File: src/rtl/ringosc_pkg.sv
// Ring-oscillator measurement controller: shared types and defaults.
// Holds the FSM state encoding, default sizing constants and the
// window-length helper used by the controller.
package ringosc_pkg;

    localparam int COUNT_W_DEF       = 16;
    localparam int SETTLE_CYCLES_DEF = 16;
    localparam int TIMER_W           = 16;

    typedef enum logic [1:0] {
        ST_IDLE    = 2'd0,
        ST_SETTLE  = 2'd1,
        ST_MEASURE = 2'd2,
        ST_DONE    = 2'd3
    } meas_state_e;

    // Terminal value of the down-counting window timer: 2^g - 1.
    // A 16-bit timer covers every gate_log2 value (max 2^15 - 1).
    function automatic logic [TIMER_W-1:0] window_last(input logic [3:0] g);
        window_last = (16'd1 << g) - 16'd1;
    endfunction

endpackage

File: src/rtl/ringosc_meas_ctrl_if.sv
// Control/status bundle between a host and the ring-oscillator
// measurement controller. The host is the master; the controller is the slave.
interface ringosc_meas_ctrl_if
    import ringosc_pkg::*;
#(
    parameter int COUNT_W = COUNT_W_DEF
);
    logic               start;
    logic               abort;
    logic [2:0]         tap_sel;
    logic [3:0]         gate_log2;
    logic               busy;
    logic               done;
    logic [COUNT_W-1:0] count;
    logic               ovf;

    modport master (
        output start, abort, tap_sel, gate_log2,
        input  busy, done, count, ovf
    );

    modport slave (
        input  start, abort, tap_sel, gate_log2,
        output busy, done, count, ovf
    );
endinterface

File: src/rtl/ringosc_edge_sync.sv
// Selects one ring tap, brings it into the clk domain through a
// 2-flop synchronizer and flags rising edges against one delay flop.
module ringosc_edge_sync (
    input  logic       clk,
    input  logic       rst_n,
    input  logic [7:0] ring_taps,
    input  logic [2:0] tap_sel,
    output logic       rise
);

    logic tap_s;
    logic meta_r;
    logic sync_r;
    logic dly_r;

    // Pick the tap to observe; the mux output is still asynchronous.
    always_comb begin
        tap_s = ring_taps[tap_sel];
    end

    // Two synchronizer stages followed by the edge-detect delay stage.
    always_ff @(posedge clk) begin
        if (!rst_n) begin
            meta_r <= 1'b0;
            sync_r <= 1'b0;
            dly_r  <= 1'b0;
        end else begin
            meta_r <= tap_s;
            sync_r <= meta_r;
            dly_r  <= sync_r;
        end
    end

    assign rise = sync_r & ~dly_r;

endmodule

File: src/rtl/ringosc_meas_ctrl.sv
// Ring-oscillator frequency measurement controller.
// Enables the ring, lets it settle, then counts synchronized rising edges
// of one tap over a 2^gate_log2-cycle window and reports the count.
// Build option: define RINGOSC_MEAS_SAT_EN to saturate the edge counter
// and report overflow on ovf; otherwise the counter wraps and ovf is 0.
// The COUNT_W parameter must match the COUNT_W of the connected interface.
module ringosc_meas_ctrl
    import ringosc_pkg::*;
#(
    parameter int COUNT_W       = COUNT_W_DEF,
    parameter int SETTLE_CYCLES = SETTLE_CYCLES_DEF
) (
    input  logic                clk,
    input  logic                rst_n,
    ringosc_meas_ctrl_if.slave  bus,
    input  logic [7:0]          ring_taps,
    output logic                ring_en
);

    localparam logic [TIMER_W-1:0] SETTLE_LAST = TIMER_W'(SETTLE_CYCLES - 1);

    meas_state_e        state_r;
    meas_state_e        state_s;
    logic [TIMER_W-1:0] timer_r;
    logic [TIMER_W-1:0] timer_s;
    logic [COUNT_W-1:0] edge_cnt_r;
    logic [COUNT_W-1:0] edge_cnt_s;
    logic [COUNT_W-1:0] count_r;
    logic [2:0]         tap_sel_r;
    logic [3:0]         gate_log2_r;
    logic               ring_en_r;
    logic               busy_r;
    logic               done_r;
    logic               ovf_r;
    logic               start_ok_s;
    logic               rise_s;
`ifdef RINGOSC_MEAS_SAT_EN
    logic               sat_r;
    logic               sat_s;
`endif

    ringosc_edge_sync u_edge_sync (
        .clk       (clk),
        .rst_n     (rst_n),
        .ring_taps (ring_taps),
        .tap_sel   (tap_sel_r),
        .rise      (rise_s)
    );

    assign start_ok_s = (state_r == ST_IDLE) && bus.start;

    // Next-state and phase timer: settle for a fixed time, then measure the window.
    always_comb begin
        state_s = state_r;
        timer_s = timer_r;
        case (state_r)
            ST_IDLE: begin
                if (bus.start) begin
                    state_s = ST_SETTLE;
                    timer_s = SETTLE_LAST;
                end else begin
                    state_s = ST_IDLE;
                end
            end
            ST_SETTLE: begin
                if (bus.abort) begin
                    state_s = ST_IDLE;
                end else if (timer_r == '0) begin
                    state_s = ST_MEASURE;
                    timer_s = window_last(gate_log2_r);
                end else begin
                    timer_s = timer_r - 16'd1;
                end
            end
            ST_MEASURE: begin
                if (bus.abort) begin
                    state_s = ST_IDLE;
                end else if (timer_r == '0) begin
                    state_s = ST_DONE;
                end else begin
                    timer_s = timer_r - 16'd1;
                end
            end
            ST_DONE: begin
                state_s = ST_IDLE;
            end
            default: begin
                state_s = ST_IDLE;
                timer_s = '0;
            end
        endcase
    end

    // Edge counter: cleared on an accepted start, advanced on each flagged edge in MEASURE.
    always_comb begin
        edge_cnt_s = edge_cnt_r;
`ifdef RINGOSC_MEAS_SAT_EN
        sat_s = sat_r;
        if (start_ok_s) begin
            edge_cnt_s = '0;
            sat_s      = 1'b0;
        end else if ((state_r == ST_MEASURE) && rise_s) begin
            if (&edge_cnt_r) begin
                sat_s = 1'b1;
            end else begin
                edge_cnt_s = edge_cnt_r + COUNT_W'(1);
            end
        end else begin
            sat_s = sat_r;
        end
`else
        if (start_ok_s) begin
            edge_cnt_s = '0;
        end else if ((state_r == ST_MEASURE) && rise_s) begin
            edge_cnt_s = edge_cnt_r + COUNT_W'(1);
        end else begin
            edge_cnt_s = edge_cnt_r;
        end
`endif
    end

    // State, counters, latched configuration and registered outputs.
    always_ff @(posedge clk) begin
        if (!rst_n) begin
            state_r     <= ST_IDLE;
            timer_r     <= '0;
            edge_cnt_r  <= '0;
            count_r     <= '0;
            tap_sel_r   <= 3'd0;
            gate_log2_r <= 4'd0;
            ring_en_r   <= 1'b0;
            busy_r      <= 1'b0;
            done_r      <= 1'b0;
            ovf_r       <= 1'b0;
`ifdef RINGOSC_MEAS_SAT_EN
            sat_r       <= 1'b0;
`endif
        end else begin
            state_r    <= state_s;
            timer_r    <= timer_s;
            edge_cnt_r <= edge_cnt_s;
            ring_en_r  <= (state_s == ST_SETTLE) || (state_s == ST_MEASURE);
            busy_r     <= (state_s == ST_SETTLE) || (state_s == ST_MEASURE);
            done_r     <= (state_s == ST_DONE);
`ifdef RINGOSC_MEAS_SAT_EN
            sat_r      <= sat_s;
`endif
            if (start_ok_s) begin
                tap_sel_r   <= bus.tap_sel;
                gate_log2_r <= bus.gate_log2;
            end
            // DONE is only reachable from a completed window.
            if (state_s == ST_DONE) begin
                count_r <= edge_cnt_s;
`ifdef RINGOSC_MEAS_SAT_EN
                ovf_r   <= sat_s;
`else
                ovf_r   <= 1'b0;
`endif
            end
        end
    end

    assign ring_en   = ring_en_r;
    assign bus.busy  = busy_r;
    assign bus.done  = done_r;
    assign bus.count = count_r;
    assign bus.ovf   = ovf_r;

endmodule

File: src/flat_wrapper.sv
// flat-port wrapper written by rule: the top's interface ports become plain ports
module ringosc_meas_ctrl_flat import ringosc_pkg::*;
#(
    parameter int COUNT_W       = COUNT_W_DEF,
    parameter int SETTLE_CYCLES = SETTLE_CYCLES_DEF
)
  (clk, rst_n, ring_taps, ring_en, bus_start, bus_abort, bus_tap_sel, bus_gate_log2, bus_busy, bus_done, bus_count, bus_ovf);
  ringosc_meas_ctrl_if #(.COUNT_W(COUNT_W)) bus_i ();
  input  logic clk;
  input  logic rst_n;
  input  logic [7:0] ring_taps;
  output logic ring_en;
  input wire logic [$bits(bus_i.start)-1:0] bus_start;
  input wire logic [$bits(bus_i.abort)-1:0] bus_abort;
  input wire logic [$bits(bus_i.tap_sel)-1:0] bus_tap_sel;
  input wire logic [$bits(bus_i.gate_log2)-1:0] bus_gate_log2;
  output wire logic [$bits(bus_i.busy)-1:0] bus_busy;
  output wire logic [$bits(bus_i.done)-1:0] bus_done;
  output wire logic [$bits(bus_i.count)-1:0] bus_count;
  output wire logic [$bits(bus_i.ovf)-1:0] bus_ovf;
  assign bus_i.start = bus_start;
  assign bus_i.abort = bus_abort;
  assign bus_i.tap_sel = bus_tap_sel;
  assign bus_i.gate_log2 = bus_gate_log2;
  assign bus_busy = bus_i.busy;
  assign bus_done = bus_i.done;
  assign bus_count = bus_i.count;
  assign bus_ovf = bus_i.ovf;
  ringosc_meas_ctrl #(.COUNT_W(COUNT_W), .SETTLE_CYCLES(SETTLE_CYCLES)) u_core (.clk(clk), .rst_n(rst_n), .bus(bus_i), .ring_taps(ring_taps), .ring_en(ring_en));
endmodule
File: config.mk
export PLATFORM = sky130hd
export DESIGN_NAME = ringosc_meas_ctrl_flat
export DESIGN_NICKNAME = d
export VERILOG_FILES = /design/src/rtl/ringosc_pkg.sv /design/src/rtl/ringosc_meas_ctrl_if.sv /design/src/rtl/ringosc_edge_sync.sv /design/src/rtl/ringosc_meas_ctrl.sv /design/src/flat_wrapper.sv
export SDC_FILE = /design/constraint.sdc
export NUM_CORES = 1
export LEC_CHECK = 0
export ABC_CLOCK_PERIOD_IN_PS = 3300
export BUFFER_PORTS_ARGS = -buffer_cell sky130_fd_sc_hd__buf_2
export CAP_MARGIN = 20
export CORE_ASPECT_RATIO = 1.2
export CORE_UTILIZATION = 58
export DETAILED_ROUTE_END_ITERATION = 7
export PLACE_DENSITY = 0.88
export RECOVER_POWER = 50
export SETUP_SLACK_MARGIN = 0.3
export SLEW_MARGIN = 20
export SYNTH_ARGS = -nofsm -noshare
export SYNTH_HDL_FRONTEND = slang
export SYNTH_SLANG_ARGS = --single-unit
File: constraint.sdc
create_clock -name clk -period 3.3 [get_ports clk]
set_input_delay 0.66 -clock clk [delete_from_list [all_inputs] [get_ports clk]]
set_output_delay 0.66 -clock clk [all_outputs]
set_load 0.05 [all_outputs]
After elaboration in Yosys (flattened, before gate mapping)

Index checks and enable logic that the tools add are counted.

Shift-type cells: 1
$lt $le $gt $ge: 1
Equality and inequality tests: 10
Multiplexer cells: 16
Divide/modulo/power cells: 0
Reductions and logical operators: 7
Multipliers: 0
Add/sub/neg operators: 3
Bitwise logic cells: 2

Operators with widths:

| cell                                                        | number |
|---|---|
| 2-to-1 mux 16 bit                                           | 7 |
| case mux 16 bit (3 select lines)                            | 1 |
| subtractor 16 x 1 -> 16 bit (second input constant)         | 2 |
| adder 16 x 1 -> 16 bit (second input constant)              | 1 |
| logical NOT 16 bit                                          | 1 |
| left shift 1 x 4 -> 16 bit (first input constant)           | 1 |
| equality test 2 bit (second input constant)                 | 4 |
| 2-to-1 mux 2 bit                                            | 4 |
| inequality test 2 bit (second input constant)               | 4 |
| case mux 2 bit (4 select lines)                             | 1 |
| AND reduction 5 bit                                         | 1 |
| equality test 2 x 1 -> 1 bit (second input constant)        | 2 |
| less-than comparator 3 x 4 -> 1 bit (second input constant) | 1 |
| binary-select mux 1 bit (select 3 bit)                      | 1 |
| nonzero test 3 bit                                          | 1 |
| logical AND 1 bit                                           | 2 |
| logical NOT 2 bit                                           | 1 |
| 2-to-1 mux 1 bit                                            | 2 |
| bitwise AND 1 bit                                           | 1 |
| logical OR 1 bit                                            | 1 |
| NOT 1 bit                                                   | 1 |

Logic and storage cells: 51
Bits in read-only memories: 0
Output and inout bits: 20
Register bits: 62
Bits in writable memories: 0
Memories kept: 0
Bits in latches: 0

Longest topological paths before layout

Gate-level depths: netlist (run 1).

Depth after elaboration: 6
Gate-level depth with buffers: 13

Modules after synthesis

Synthesis (run 1) repeated with hierarchy kept, for this count alone.

Cells, all modules: 388
Area, all modules: 3156.8 um^2

By module, submodules not included:

| module            | times used | cells each | area each (um^2) |
|---|---|---|---|
| ringosc_meas_ctrl | 1          | 375        | 3006.6 |
| ringosc_edge_sync | 1          | 13         | 150.1 |

Worst setup path after synthesis (run 1)

Ideal clock, no wire load.

Path type: reg-to-reg
Start: reg u_core.timer_r[0]
End: reg u_core.count_r[10] (netlist: u_core.bus.count[10])
Arrival: 2.513 ns
Data required time: 3.226 ns
Library setup time: 0.074 ns
Cell stages (with the launch flop): 14
Path slack: 0.712 ns
Cell sequence: dfxtp_1 -> inv_1 -> ha_1 -> nor4b_1 -> and4_1 -> buf_6 -> nor2_1 -> o41ai_1 -> ha_1 -> clkbuf_1 -> and2_1 -> clkbuf_1 -> nand2_1 -> o21ai_0

Cells in the longest elaborated chain, start to end: 5
Elaborated cells on any way between the ends: 7

RTL lines:

| element                                    | RTL line                                         | RTL |
|---|---|---|
| start, declared                            | ringosc_meas_ctrl.sv:24                          | `logic [TIMER_W-1:0] timer_r;` |
| start signal, assigned                     | ringosc_meas_ctrl.sv:140                         | `timer_r <= timer_s;` |
| logical NOT 16 bit *                       | ringosc_meas_ctrl.sv:68, ringosc_meas_ctrl.sv:78 |  |
| 2-to-1 mux 2 bit, on equally long branches | ringosc_meas_ctrl.sv:78, ringosc_meas_ctrl.sv:68 |  |
| 2-to-1 mux 2 bit, on equally long branches | ringosc_meas_ctrl.sv:76, ringosc_meas_ctrl.sv:66 |  |
| case mux 2 bit (4 select lines) *          | ringosc_meas_ctrl.sv:56                          | `case (state_r)` |
| net u_core.state_s[0]                      | ringosc_meas_ctrl.sv:23                          | `meas_state_e state_s;` |
| equality test 2 bit *                      | ringosc_meas_ctrl.sv:153                         | `if (state_s == ST_DONE) begin` |
| end signal, assigned                       | ringosc_meas_ctrl.sv:154                         | `count_r <= edge_cnt_s;` |
| end, declared                              | ringosc_meas_ctrl.sv:28                          | `logic [COUNT_W-1:0] count_r;` |

Mark *: on every way through the listed nets, which the timed path passes. The rest lies on a longest branch.
A chain may end at the register's enable or synchronous reset.

Worst setup path after layout (run 1)

Start: reg u_core.timer_r[0]
End: reg u_core.count_r[7] (netlist: u_core.bus.count[7])

Same word-level chain as after synthesis.

==> flow_summary.toml, run 1 <==
[layout]
multi_input_area_um2 = 1930
final-seq-area_um2 = 1240
syn_to_final_growth_pct = 10.4
drive_above_1_share_pct = 10.3
layout.nets = 453
fillers = 474
antenna_cells = 0

[die]
initial_core_util_pct = 59.7
ioPinCount = 39
coreArea_um2 = 5630
die-area_um2 = 6110
fp.dieW_um = 71.5
die_h_um = 85.4
rows = 30

[global_route]
grt_usage_pct = 28.2
grt_max_degree = 30
grt_pass1_wl_um = 13300
antenna_found_initial = 0
overflow = 0
grt_pass1_vias = 2868

[worst_setup_path]
critPathArrivalTime_ps = 3070
slowest_delay_ps = 620
reg2regPathDepth = 10
end_kind = "flip-flop"
r2r_slack_ps = 480
cp_max_fo = 8
critPathRequiredTime_ps = 3550
crit_top_cell = "ha_1"
rr_startpoint = "u_core.timer_r[0]$_SDFFE_PN0P_"
worst-setup-path-type = "flip-flop to flip-flop"
cp_slowest_cell = "a21oi_1"
critPathLaunchType = "flip-flop"
rr_endpoint = "u_core.bus.count[7]$_SDFFE_PN0P_"
critical_path.cell_chain = "inv_1 > ha_1 > nor4b_1 > nand4_1 > a21oi_1 > o41ai_2 > ha_1 > nand2_1 > o22ai_1 > and2_1"

[synthesis]
synth_fp_nets = 425
postSynthAreaPerCell_um2 = 8.49
synthArstFlopShare_pct = 0
ys_ff_latch = 62
synthCells = 396
synth.distinct_cells = 65
yosysTopAreaCell = "dfxtp_1"
synth_commonest_cells = "dfxtp_1, nand2_1, nor2_1"
synth_top_area_share_pct = 36.9
netlist_area_um2 = 3360
ys_warn_count = 0
ys.flop_type = "dfxtp_1"
yosys-top-cells-area = "dfxtp_1, nand2_1, and2_1"
synth-edff-count = 0
post-synth-top-count-cell = "dfxtp_1"
seq_area_frac_synth_pct = 36.9

[run]
maxCapViolations = 0

[timing]
setup_viol_count_final = 0
hold_viol = 0
fin_skew_ps = 17.1
min_period_ps = 2820
slew-limit-headroom_pct = 22.4
maxClockFrequency_mhz = 355
rsz0062_at_grt = "no"
worst_slew_pin_slew_ps = 1160
slew_viol_final = 0
setup_tns_ps = 0
fin_crit_sh_pct = 85.5

[placed_design]
portBuffers = 37
place_congestion = 0.903
hpwl_um = 5820

[clock_network]
cts_buffers = 9
clkLatencyLatePin_ps = 360
cts_tree = "done"
clkTransAtPathRegs_ps = 70
cts.sinks = 62
cts_buffer_depth = 2
h-tree-depth = 3
root_buffer = "clkbuf_8"

[drt]
drt_wl_total_um = 8260
vias = 3096
met2_length_um = 4250
maxUsedRoutingLayer = "met4"
wl_met1_um = 3280
dr.pass1.iters = 5
via_per_inst = 6.28
avgRoutedWirePerCell_um = 16.8
drtIter0Drc = 283
post-route-drc-count = 0
antenna_left = 0
met3RoutedLength_um = 490

[worst_hold_path]
worstHoldPathCells = 1
holdPathEnd = "u_core.u_edge_sync.sync_r$_SDFF_PN0_"
min_from = "u_core.u_edge_sync.meta_r$_SDFF_PN0_"
hp-class = "flip-flop to flip-flop"

[power]
p_leak_nw = 1.34
peakVddDrop_mv = 0.265
p_per_area_nw_per_um2 = 483
total_power_mw = 1.79

[status]
status = "complete, no violations"
-- what timing repair did --
item                       4_1_cts  5_1_grt
buffers inserted                 0        0
setup endpoints to repair        0        1
gates resized for setup          0        1
hold buffers                     0        0
hold endpoints to repair         0        0
-- report_power, final --
| part | leakage (nW) | internal (mW) | switching, mW | total, mW |
|---|---|---|---|---|
| registers | 0.503 | 0.764 | 0.0226 | 0.786 |
| logic | 0.726 | 0.0847 | 0.146 | 0.231 |
| clock network | 0.112 | 0.436 | 0.339 | 0.776 |
| total | 1.34 | 1.28 | 0.508 | 1.79 |
-- registers in the layout, indices dropped and copies added (netlist names) --
name and cells:
u_core.bus.count 16, u_core.edge_cnt_r 16, u_core.timer_r 16, u_core.gate_log2_r 4, u_core.tap_sel_r 3, u_core.state_r 2, u_core.bus.done 1, u_core.ring_en 1
u_core.u_edge_sync.dly_r 1, u_core.u_edge_sync.meta_r 1, u_core.u_edge_sync.sync_r 1
-- cells by family after synthesis --
family / count (synthesis) / share of synthesized area (%)
adders and majority gates: 10 / 3.72
and+or+nand+nor: 169 / 27.6
muxes: 7 / 2.83
buffers and inverters: 37 / 4.76
DFF: 62 / 36.9
AOI/OAI and AO/OA: 92 / 19.3
xor gates and xnor gates: 18 / 4.69
other: 1 / 0.112
-- worst max-delay path by stage --
stage                     slack, ps  cells after the start                                 to                           start
after floorplan                 710                     13  u_core.bus.count[10]$_SDFFE_PN0P_  u_core.timer_r[0]$_SDFFE_PN0P_
after global placement          750                      7     u_core.timer_r[8]$_SDFFE_PN0P_  u_core.timer_r[0]$_SDFFE_PN0P_
after detailed placement        560                     10  u_core.bus.count[10]$_SDFFE_PN0P_  u_core.timer_r[0]$_SDFFE_PN0P_
after CTS                       530                     10  u_core.bus.count[10]$_SDFFE_PN0P_  u_core.timer_r[0]$_SDFFE_PN0P_
after global routing            280                     10  u_core.bus.count[14]$_SDFFE_PN0P_  u_core.timer_r[0]$_SDFFE_PN0P_
final                           480                     10   u_core.bus.count[7]$_SDFFE_PN0P_  u_core.timer_r[0]$_SDFFE_PN0P_
-- cell usage in the layout (no fill, tap or decap), types with 5 or more instances in the layout --
master	count
xor2_1	9
nand4_1	7
o22ai_1	11
clkbuf_8	9
nor4_1	5
buf_2	17
inv_1	14
clkbuf_1	21
xnor2_1	9
dfxtp_1	62
nor2_1	27
mux2i_1	5
nand3b_1	6
nand3_1	18
ha_1	10
a21oi_1	17
o21ai_0	17
nor2b_1	10
nor3_1	11
a21boi_0	10
and2_1	19
nand2_1	43
-- routing by layer --
metal / vias up / GRT usage [%]
met5: - / 0
met3: 28 / 5.58
met1: 1455 / 32.7
met4: 0 / 15.9
li1: 1477 / -
met2: 136 / 48.4
-- metrics by stage --
| stage | area [µm²] | hold WS, ps | cells | utilization, % | worst slack (ps) |
|---|---|---|---|---|---|
| CTS | 3770 | 448 | 493 | 67.0 | 527 |
| global placement | 3540 | 422 | 477 | 62.9 | 746 |
| global route | 3710 | 493 | 493 | 66.0 | 284 |
| detailed placement | 3540 | 423 | 477 | 62.9 | 563 |
| floorplan | 3360 | 412 | 396 | - | 712 |
| finish | 3710 | 449 | 493 | 66.0 | 480 |
-- critical path: cells and delay by family, from the launching register on --
family	cells	cell delay, ps
simple gates	4	930
buf+inv	1	100
flops	1	330
fa+ha+maj	2	420
compound gates	3	920
-- cell type report --
class | instances | share of cell area, %
flip-flops and latches | 62 | 33.4
inverters | 14 | 1.42
well taps | 64 | 2.16
clock buffers | 9 | 3.34
clock inverters | 7 | 2.83
repair buffers | 40 | 4.82
multi-input cells | 297 | 52.0
(Power assumes the default switching activity.)
==> run 2: changes to the inputs <==
Settings changed: CORE_MARGIN set to 2, PLACE_DENSITY 0.88 to 0.79.
==> flow_summary.toml, run 2 (synthesized netlist as in run 1, its figures left out) <==
[status]
status = "complete, no violations"

[global_route]
grt_usage_pct = 25.1
grt_pass1_vias = 2769
grt_max_degree = 30
grt_pass1_wl_um = 12600
overflow = 0
antenna_found_initial = 0

[timing]
slew_viol_final = 0
maxClockFrequency_mhz = 349
fin_crit_sh_pct = 86.7
setup_viol_count_final = 0
worst_slew_pin_slew_ps = 1100
setup_tns_ps = 0
rsz0062_at_grt = "no"
layout_setup_ws_ps = 439
holdWs_ps = 438
fin_skew_ps = 9.56
hold_viol = 0
min_period_ps = 2860
slew-limit-headroom_pct = 26.8

[worst_setup_path]
end_kind = "flip-flop"
cp_max_fo = 14
worst-setup-path-type = "flip-flop to flip-flop"
critPathArrivalTime_ps = 3160
critPathRequiredTime_ps = 3590
critPathLaunchType = "flip-flop"

[die]
ioPinCount = 39
rows = 30
die_h_um = 87.4
initial_core_util_pct = 59.7
die-area_um2 = 6430
coreArea_um2 = 5630
fp.dieW_um = 73.5

[clock_network]
cts_tree = "done"
clkTransAtPathRegs_ps = 70
cts_buffer_depth = 2
cts.sinks = 62
cts_hold_buf = 0
root_buffer = "clkbuf_8"
clkLatencyLatePin_ps = 350
h-tree-depth = 3
cts_buffers = 9

[layout]
layout.nets = 454
syn_to_final_growth_pct = 9.82
final_cell_mix = "dfxtp_1, nand2_1, nor2_1"
fillers = 512
antenna_cells = 0
layout_commonest_cell = "dfxtp_1"
drive_above_1_share_pct = 10.7

[drt]
dr.pass1.iters = 4
drtIter0Drc = 205
post-route-drc-count = 0
avgRoutedWirePerCell_um = 15.3
vias = 2975
via_per_inst = 6.03
drt_wl_total_um = 7560
antenna_left = 0

[power]
peakVddDrop_mv = 0.288
p_per_area_nw_per_um2 = 445
p_leak_nw = 1.33

[placed_design]
place_congestion = 0.897
hpwl_um = 5450
pre_cts_ws_ps = 512
portBuffers = 37

[worst_hold_path]
hp-class = "flip-flop to flip-flop"

[run]
maxCapViolations = 0
[run 2: per-layer routing]
metal  share of wire, %  global-route usage, %
met5                  0                      0
met4                3.1                   13.2
met3                4.4                   4.28
met2                 50                   41.6
met1                 43                   30.6
[run 2: final cells by class]
class	count	area, µm²	share of cell area [%]
multi-input cells	297	1950	52.8
flip-flops and latches	62	1240	33.6
repair buffers	41	186	5.05
clock buffers	12	165	4.47
well taps	64	80.1	2.17
inverters	14	52.6	1.42
clock inverters	3	18.8	0.508
[run 2: final timing paths]
path	cells after the start	endpoint	slack, ps	start
hold reg to reg	1	u_core.u_edge_sync.sync_r$_SDFF_PN0_	440	u_core.u_edge_sync.meta_r$_SDFF_PN0_
setup reg to reg	11	u_core.bus.count[3]$_SDFFE_PN0P_	440	u_core.timer_r[0]$_SDFFE_PN0P_
setup / recovery	11	u_core.bus.count[3]$_SDFFE_PN0P_	440	u_core.timer_r[0]$_SDFFE_PN0P_
hold / removal	1	u_core.u_edge_sync.sync_r$_SDFF_PN0_	440	u_core.u_edge_sync.meta_r$_SDFF_PN0_
[run 2: power by group]
part | leakage (nW) | internal [mW] | switching (mW)
sequential | 0.503 | 0.764 | 0.0209
combinational | 0.733 | 0.0882 | 0.147
clock | 0.0982 | 0.328 | 0.293
total | 1.33 | 1.18 | 0.461
[run 2: worst max-delay path: stages, from the launching register on]
cell       delay (ps)
dfxtp_1           320
inv_1              90
ha_1              150
nor4b_1           300
nand4_1           150
buf_4             200
a2111oi_0         550
ha_1              350
buf_4             230
nand2_1           160
o22ai_1           170
and2_1            130
[run 2: timing repair]
item,CTS,global route
setup buffers,0,1
gates resized for setup,0,3
setup endpoints to repair,0,9
[run 2: through the flow]
| stage | cell area [µm²] | util (%) | std cells | power [mW] |
|---|---|---|---|---|
| 2_1_floorplan | 3360 | - | 396 | 0.979 |
| 3_3_place_gp | 3540 | 62.9 | 477 | 1.02 |
| 3_5_place_dp | 3540 | 62.9 | 477 | 1.03 |
| 4_1_cts | 3730 | 66.2 | 492 | 1.64 |
| 5_1_grt | 3690 | 65.6 | 493 | 1.71 |
| 6_report | 3690 | 65.6 | 493 | 1.64 |
